[src/rtl/flag_unit.sv]
// flag_unit: byte-serial a-b compare producing registered Z/N/C/V flags.
module flag_unit (
  input  logic        clk,
  input  logic        reset,
  input  logic        start,
  input  logic [31:0] a,
  input  logic [31:0] b,
  output logic        busy,
  output logic        done,
  output logic [3:0]  flags,
  output logic        flags_valid
);
  typedef enum logic {IDLE, CALC} state_t;
  state_t      state_q, state_d;
  logic [1:0]  cnt_q, cnt_d;
  logic [31:0] a_q, a_d, b_q, b_d;
  logic        carry_q, carry_d;
  logic [7:0]  zacc_q, zacc_d;
  logic        done_q, done_d;
  logic [3:0]  flags_q, flags_d;
  logic        valid_q, valid_d;
  logic [8:0]  sum;
  always_comb begin
    sum = {1'b0, a_q[{cnt_q, 3'b000} +: 8]} + {1'b0, ~b_q[{cnt_q, 3'b000} +: 8]} + {8'd0, carry_q};
    state_d = state_q;
    cnt_d   = cnt_q;
    a_d     = a_q;
    b_d     = b_q;
    carry_d = carry_q;
    zacc_d  = zacc_q;
    flags_d = flags_q;
    valid_d = valid_q;
    done_d  = 1'b0;
    if (state_q == IDLE) begin
      if (start) begin
        state_d = CALC;
        a_d     = a;
        b_d     = b;
        carry_d = 1'b1;
        zacc_d  = 8'd0;
        cnt_d   = 2'd0;
      end
    end else begin
      carry_d = sum[8];
      zacc_d  = zacc_q | sum[7:0];
      cnt_d   = cnt_q + 2'd1;
      if (cnt_q == 2'd3) begin
        // final byte: sum[7] is r[31], sum[8] is the carry out of bit 31
        state_d = IDLE;
        done_d  = 1'b1;
        valid_d = 1'b1;
        flags_d = {~|(zacc_q | sum[7:0]), sum[7], sum[8], (a_q[31] ^ b_q[31]) & (sum[7] ^ a_q[31])};
      end
    end
  end
  always_ff @(posedge clk) begin
    if (reset) begin
      state_q <= IDLE;
      cnt_q   <= 2'd0;
      a_q     <= 32'd0;
      b_q     <= 32'd0;
      carry_q <= 1'b0;
      zacc_q  <= 8'd0;
      done_q  <= 1'b0;
      flags_q <= 4'd0;
      valid_q <= 1'b0;
    end else begin
      state_q <= state_d;
      cnt_q   <= cnt_d;
      a_q     <= a_d;
      b_q     <= b_d;
      carry_q <= carry_d;
      zacc_q  <= zacc_d;
      done_q  <= done_d;
      flags_q <= flags_d;
      valid_q <= valid_d;
    end
  end
  assign busy        = (state_q == CALC);
  assign done        = done_q;
  assign flags       = flags_q;
  assign flags_valid = valid_q;
endmodule

[config.mk]
export PLATFORM = sky130hd
export DESIGN_NAME = flag_unit
export DESIGN_NICKNAME = d
export VERILOG_FILES = /design/src/rtl/flag_unit.sv
export SDC_FILE = /design/constraint.sdc
export NUM_CORES = 1
export LEC_CHECK = 0
export ABC_AREA = 0
export CORE_MARGIN = 2
export CORE_UTILIZATION = 45
export CTS_CLUSTER_SIZE = 28
export DETAILED_ROUTE_END_ITERATION = 10
export PLACE_DENSITY_LB_ADDON = 0.12
export SETUP_SLACK_MARGIN = 0.4
export SYNTH_ARGS = -nofsm -noshare
export SYNTH_HDL_FRONTEND = slang
export SYNTH_SLANG_ARGS = --single-unit
[constraint.sdc]
create_clock -name clk -period 4.2 [get_ports clk]
set_input_delay 0.63 -clock clk [delete_from_list [all_inputs] [get_ports clk]]
set_output_delay 0.63 -clock clk [all_outputs]
set_load 0.05 [all_outputs]
# After elaboration in Yosys (flattened, before gate mapping)
# Cells that the tools add are included.
[op_classes] shifts=2 mux=10 eq_ne=1 add_sub_neg=3 n_reduce_logical=6 bitwise_logic=6
[ops] cell="$shiftx A32 B6 Y8" n=2
[ops] cell="$mux W8" n=2
[ops] cell="$add A8 B8 Y9" n=1
[ops] cell="$add A9 B1 Y9" n=1
[ops] cell="$not A8 Y8" n=1
[ops] cell="$or A8 B8 Y8" n=1
[ops] cell="$reduce_or A8 Y1" n=1
[ops] cell="$mux W1" n=6
[ops] cell="$mux W2" n=2
[ops] cell="$reduce_and A2 Y1" n=2
[ops] cell="$add A2 B1 Y2 const B" n=1
[ops] cell="$eq A2 B2 Y1 const B" n=1
[ops] cell="$reduce_bool A2 Y1" n=1
[ops] cell="$reduce_or A2 Y1" n=1
[ops] cell="$xor A1 B1 Y1" n=2
[ops] cell="$and A1 B1 Y1" n=1
[ops] cell="$logic_not A1 Y1" n=1
[ops] cell="$not A1 Y1" n=1
[word_totals] input_bits=67 register_bits=82 output_inout_bits=7

# Longest topological paths before layout
# Gate-level depths: netlist (run 1).
[logic_depth] ltp_word=7 depth_mapped=12

# Worst setup path after synthesis (run 1)
# No wires, ideal clock.
[synth_timing] path_type="reg-to-reg" start="register cnt_q[0]" end="register flags_q[3], in the netlist flags[3]" path_stages_with_launch=13 arrival_time_ns=3.534 setup_slack_ns=0.582 path_buffers=2 required_ns=4.116 setup_ns=0.084 cell_sequence="dfxtp_1 > clkbuf_1 > buf_2 > mux4_2 > inv_1 > fa_1 > inv_1 > fa_1 > a21o_1 > a221oi_2 > mux2_1 > or4b_1 > o31ai_2"
[synth_between] elab_chain_cells=7
[synth_rtl] element="start, declared" line_no="15" source="logic [1:0] cnt_q, cnt_d;"
[synth_rtl] element="start signal, assigned" line_no="69" source="cnt_q <= cnt_d;"
[synth_rtl] element="$shiftx A32 B6 Y8" line_no="24" source="sum = {1'b0, a_q[{cnt_q, 3'b000} +: 8]} + {1'b0, ~b_q[{cnt_q, 3'b000} +: 8]} + {8'd0, carry_q};"
[synth_rtl] element="$not A8 Y8" line_no="24"
[synth_rtl] element="$add A8 B8 Y9" line_no="24"
[synth_rtl] element="$add A9 B1 Y9" line_no="24"
[synth_rtl] element="$or A8 B8 Y8" line_no="52" source="flags_d = {~|(zacc_q | sum[7:0]), sum[7], sum[8], (a_q[31] ^ b_q[31]) & (sum[7] ^ a_q[31])};"
[synth_rtl] element="$reduce_or A8 Y1" line_no="52"
[synth_rtl] element="$logic_not A1 Y1" line_no="52"
[synth_rtl] element="end signal, assigned" line_no="75" source="flags_q <= flags_d;"
[synth_rtl] element="end, declared" line_no="20" source="logic [3:0] flags_q, flags_d;"
# Parallel ways exist; a longest one is shown, timed or not.
# A chain may end at the register's enable or synchronous reset.

# Final worst setup path (run 1)
# Same ends and word-level chain as after synthesis.

==> impl_metrics.py, run 1 <==
metrics = {
    "worst_setup_path": {
        "critPathBufInv": 2,
        "start_kind": "register",
        "cp-end-kind": "register",
        "crit_slowest_cell": "dfxtp_1",
        "rrSetupSlack_ps": 810,
        "crit_chain": "buf_12 > mux4_2 > fa_1 > inv_1 > fa_1 > nor3_1 > nand4b_1 > or4b_1 > o31ai_2",
        "r2r_cells": 9,
        "path_class": "register to register",
        "timing.critical_path.depth": 9,
        "max_stage_delay_ps": 640,
        "path_common_cell": "fa_1",
        "required_ps": 4470,
        "startpoint": "cnt_q[0]",
        "worstReg2RegStart": "cnt_q[0]",
        "r2r_end": "flags[3]",
        "path_delay_family": "adder cells",
        "path_max_fanout": 12,
        "cp-endpoint": "flags[3]",
        "crit_arrival_ps": 3650,
    },
    "detailed_routing": {
        "wl_microns": 8800,
        "wl_met3_microns": 337,
        "drt_iter0_markers": 98,
        "ant_nets": 0,
        "wl_per_cell_microns": 14.6,
        "via_per_inst": 5.20,
        "vias": 3124,
        "met2WireLength_microns": 4140,
        "wl_met1_microns": 4220,
        "routed.top_layer": "met4",
        "first_pass_iters": 4,
        "drc": 0,
    },
    "sta": {
        "fmax_ghz": 0.295,
        "worst_pin_slew_ps": 898,
        "finalCriticalPeriod_ps": 3390,
        "finalMaxSlewViolations": 0,
        "fin_crit_sh": 0.806,
        "rsz0062_at_grt": "false",
        "relSlewSlack": 0.401,
        "finalSetupViolations": 0,
        "fin_skew_ps": 12.2,
        "setup_tns_ps": 0,
        "worst_hold_slack_ps": 457,
        "hold_viol_final": 0,
    },
    "clocking": {
        "clock_latency_ps": 350,
        "cts_setup_buffers": 0,
        "htree_levels": 3,
        "cts_tree": "yes",
        "numClockSinks": 82,
        "hold_buffers": 0,
        "max-clock-path-buffers": 2,
        "cts_resized": 0,
        "path_clk_slew_ps": 80,
        "cts_made_buffers": 9,
        "cts_root_buffer": "clkbuf_8",
    },
    "layout": {
        "mostFrequentLayoutCells": "136 x nand2_1, 82 x dfxtp_1, 74 x a21oi_1",
        "final_util": 0.593,
        "n_antenna_cell": 0,
        "drive_gt1_frac": 0.0822,
        "nets": 571,
        "final_common_cell": "nand2_1",
        "syn2layout_area_growth_pct": 25.9,
        "fillers": 723,
    },
    "synth": {
        "synth_top_area_cell": "dfxtp_1",
        "synth_top_area_share": 0.446,
        "yosys_warnings": 0,
        "synth_flop_cell": "dfxtp_1",
        "syn_area_sq_um": 3680,
        "syn-num-nets": 513,
        "ys_types": 41,
        "syn_inst": 436,
        "synth_edf_count": 0,
        "synthArstFlopShare": 0,
        "synth_area_per_cell_sq_um": 8.44,
        "ys_ff_latch": 82,
        "synth_area_leaders": "dfxtp_1 45%, nand2_1 14%, a21oi_1 10%",
        "yosysSeqAreaShare": 0.446,
    },
    "place": {
        "gp_congestion": 0.860,
        "hpwlAfterDp_microns": 6350,
        "io_buffers": 73,
    },
    "global_route": {
        "antenna_found_initial": 0,
        "track_usage": 0.214,
        "grt_max_degree": 83,
        "grt_pass1_wl_microns": 14600,
        "gr-total-overflow": 0,
        "grt_pass1_vias": 2994,
    },
    "floorplanning": {
        "coreArea_sq_um": 7810,
        "io-pin-count": 74,
        "die_w_microns": 94.4,
        "die_area_sq_um": 8920,
        "start_util": 0.471,
        "placementRows": 32,
        "die_h_microns": 94.4,
    },
    "power_and_ir_drop": {
        "ir_drop_v": 0.000197,
        "finalPower_mw": 1.70,
        "power_density_nw_per_um2": 368,
        "p_leak_nw": 1.71,
    },
    "worst_hold_path": {
        "hold_path_class": "register to register",
        "hold_start": "a_q[18]",
    },
    "job": {
        "cap_violations": 0,
    },
    "run_status": {
        "status": "completed",
    },
}
-- area by class of cell --
type	instances	area, sq um	share of cell area
inverter	13	48.8	0.0105
tap	102	128	0.0276
sequential	82	1640	0.354
multi-input combinational	310	1870	0.405
clock buffer	12	135	0.0292
timing repair buffer	78	776	0.167
clock inverter	4	28.8	0.00621
-- worst min-delay path by stage --
stage / cells after the start / endpoint / slack [ps]
finish: 2 / a_q[18] / 460
global route: 2 / b_q[25] / 480
CTS: 2 / a_q[20] / 460
detailed placement: 2 / a_q[20] / 450
global placement: 2 / b_q[2] / 440
floorplan: 2 / zacc_q[5] / 430
-- power by group --
group	total [mW]	switching [mW]	internal (mW)
Clock	0.496	0.280	0.216
Combinational	0.352	0.178	0.174
Sequential	0.857	0.0327	0.825
-- synthesized netlist by cell type, types with 2 or more instances --
cell	n
a21oi_1	74
nor2_1	22
xor2_1	2
dfxtp_1	82
mux2i_1	3
nand4b_1	2
nand2_1	136
nand2b_1	2
a211oi_1	3
nor3b_1	2
mux4_2	16
ha_1	8
a22oi_1	4
o21ai_0	4
clkbuf_1	29
inv_1	13
fa_1	2
a21o_1	2
nor3_1	5
nor2b_1	3
or4_1	2
-- metrics by stage --
| stage | worst slack, ps | area, sq um | std cells |
|---|---|---|---|
| 3_5_place_dp | 804 | 4470 | 585 |
| 6_report | 814 | 4630 | 601 |
| 2_1_floorplan | 582 | 3680 | 436 |
| 3_3_place_gp | 909 | 4470 | 585 |
| 5_1_grt | 578 | 4630 | 601 |
| 4_1_cts | 768 | 4630 | 601 |
-- kinds of logic (layout without fill, tap and decap cells) --
family | after synthesis | after routing | share of synthesized area
fa+ha+maj | 10 | 10 | 0.0381
xor+xnor | 3 | 3 | 0.00714
mux | 21 | 21 | 0.112
buf+inv | 44 | 107 | 0.0473
simple gates | 180 | 180 | 0.201
flops | 82 | 82 | 0.446
compound gates | 96 | 96 | 0.149
-- registers in the layout, summed over array words and instances (netlist names) --
signal and flops:
done 1, b_q 32, carry_q 1, busy 1
cnt_q 2, zacc_q 8, a_q 32, flags 4
flags_valid 1
-- per-layer routing --
layer | track usage | up-vias
li1 | - | 1598
met1 | 0.293 | 1458
met2 | 0.334 | 60
met3 | 0.0399 | 8
met4 | 0.0882 | 0
met5 | 0 | -
-- worst min-delay path, stage by stage, from the launching register on --
cell and delay, ps:
dfxtp_1 310, nand2_1 50, a21oi_1 50
Power figures use the tool's default switching activity.
==> run 2: changes to the inputs <==
==> constraint.sdc (replaced) <==
create_clock -name clk -period 3.5 [get_ports clk]
set_input_delay 0.525 -clock clk [delete_from_list [all_inputs] [get_ports clk]]
set_output_delay 0.525 -clock clk [all_outputs]
set_load 0.05 [all_outputs]
==> impl_metrics.py, run 2 (same netlist as run 1, synthesis figures left out) <==
metrics = {
    "worst_setup_path": {
        "required_ps": 3770,
        "crit_slowest_cell": "mux4_2",
        "path_class": "register to register",
        "max_stage_delay_ps": 510,
        "crit_chain": "mux4_2 > inv_2 > fa_2 > inv_2 > fa_2 > a21o_1 > a221oi_4 > mux2_4 > or4b_4 > o31ai_4",
        "path_delay_family": "multiplexers",
        "worstReg2RegStart": "cnt_q[0]",
        "r2r_end": "flags[3]",
        "r2r_cells": 10,
        "rrSetupSlack_ps": 480,
        "start_kind": "register",
        "cp-end-kind": "register",
        "critPathBufInv": 2,
        "crit_arrival_ps": 3290,
        "path_max_fanout": 6,
    },
    "sta": {
        "fin_crit_sh": 0.863,
        "finalSetupViolations": 0,
        "finalMaxSlewViolations": 0,
        "fmax_ghz": 0.331,
        "finalCriticalPeriod_ps": 3020,
        "rsz0062_at_grt": "true",
        "fin_skew_ps": 7.76,
        "worst_pin_slew_ps": 850,
        "hold_viol_final": 0,
        "worst_hold_slack_ps": 454,
        "relSlewSlack": 0.433,
        "setup_tns_ps": 0,
    },
    "clocking": {
        "cts_made_buffers": 9,
        "htree_levels": 3,
        "cts_tree": "yes",
        "path_clk_slew_ps": 90,
        "cts_root_buffer": "clkbuf_8",
        "numClockSinks": 82,
        "clock_latency_ps": 350,
        "hold_buffers": 0,
        "max-clock-path-buffers": 2,
    },
    "power_and_ir_drop": {
        "p_leak_nw": 1.78,
        "ir_drop_v": 0.000237,
        "power_density_nw_per_um2": 471,
        "finalPower_mw": 2.26,
    },
    "global_route": {
        "grt_pass1_wl_microns": 14600,
        "grt_pass1_vias": 3030,
        "antenna_found_initial": 0,
        "track_usage": 0.215,
        "grt_max_degree": 83,
        "gr-total-overflow": 0,
    },
    "run_status": {
        "status": "completed",
    },
    "layout": {
        "mostFrequentLayoutCells": "136 x nand2_1, 81 x dfxtp_1, 74 x a21oi_1",
        "reg_top3": "a_q x32, b_q x32, zacc_q x8",
        "syn2layout_area_growth_pct": 30.3,
        "n_antenna_cell": 0,
        "drive_gt1_frac": 0.121,
        "final_common_cell": "nand2_1",
        "final_util": 0.614,
        "nets": 577,
    },
    "floorplanning": {
        "placementRows": 32,
        "die_h_microns": 94.4,
        "coreArea_sq_um": 7810,
        "die_area_sq_um": 8920,
        "io-pin-count": 74,
        "start_util": 0.471,
        "die_w_microns": 94.4,
    },
    "place": {
        "io_buffers": 73,
        "gp_congestion": 0.840,
        "hpwlAfterDp_microns": 6480,
    },
    "detailed_routing": {
        "via_per_inst": 5.17,
        "wl_microns": 8800,
        "ant_nets": 0,
        "wl_per_cell_microns": 14.5,
        "first_pass_iters": 4,
        "vias": 3138,
        "drt_iter0_markers": 150,
        "drc": 0,
    },
    "worst_hold_path": {
        "min_to": "b_q[20]",
        "hold_path_class": "register to register",
        "hold_start": "b_q[20]",
        "min_path_cells": 2,
    },
    "job": {
        "cap_violations": 0,
    },
}
-- run 2: what timing repair did --
action / in CTS / in global routing
pin swaps: 0 / 4
gates resized for setup: 3 / 13
endpoints found under the setup margin: 4 / 4
hold endpoints to repair: 0 / 0
buffers inserted: 0 / 4
-- run 2: worst max path at each step --
stage / start / endpoint / cells after the start
2_1_floorplan: cnt_q[0] / flags[3] / 12
3_3_place_gp: cnt_q[0] / flags[0] / 8
3_5_place_dp: cnt_q[0] / flags[0] / 8
4_1_cts: cnt_q[0] / flags[3] / 8
5_1_grt: cnt_q[0] / flags[3] / 10
6_report: cnt_q[0] / flags[3] / 10
-- run 2: final cells by class --
type	count	area, sq um
Fill cell	728	3010
Multi-Input combinational cell	310	1920
Clock buffer	10	138
Timing Repair Buffer	84	825
Clock inverter	6	88.8
Inverter	13	48.8
Tap cell	102	128
Sequential cell	82	1650
-- run 2: report_power, final --
part,total [mW],switching (mW),internal (mW)
registers,1.03,0.0394,0.989
clock network,0.766,0.344,0.422
logic,0.464,0.229,0.235
-- run 2: routing by layer --
metal,routed length [microns],global-route usage,vias to the layer above
met4,84,0.0676,0
met3,330,0.0327,7
met5,0,0,-
met1,4110,0.290,1466
li1,-,-,1604
met2,4270,0.357,61
-- run 2: tightest hold or removal path: cells and delay by family (launching register included) --
family	cells	cell delay, ps
and+or+nand+nor	1	50
DFF	1	310
AOI/OAI and AO/OA	1	50
-- run 2: stage by stage --
step / worst slack, ps / cell area [sq um] / cells
after global placement: 356 / 4490 / 587
after floorplan: 432 / 3710 / 436
after detailed placement: 272 / 4490 / 587
final: 481 / 4800 / 607
after CTS: 420 / 4720 / 603
after global routing: 374 / 4800 / 607
==> run 3: changes to the inputs <==
--- a/config.mk
+++ b/config.mk
@@ -5,7 +5,7 @@
 export SDC_FILE = /design/constraint.sdc
 export NUM_CORES = 1
 export LEC_CHECK = 0
-export ABC_AREA = 0
+export ABC_CLOCK_PERIOD_IN_PS = 3500
 export CORE_MARGIN = 2
 export CORE_UTILIZATION = 45
 export CTS_CLUSTER_SIZE = 28
==> results of run 3 <==
Same layout as run 2: the final DEF is identical, and so are final timing and power.
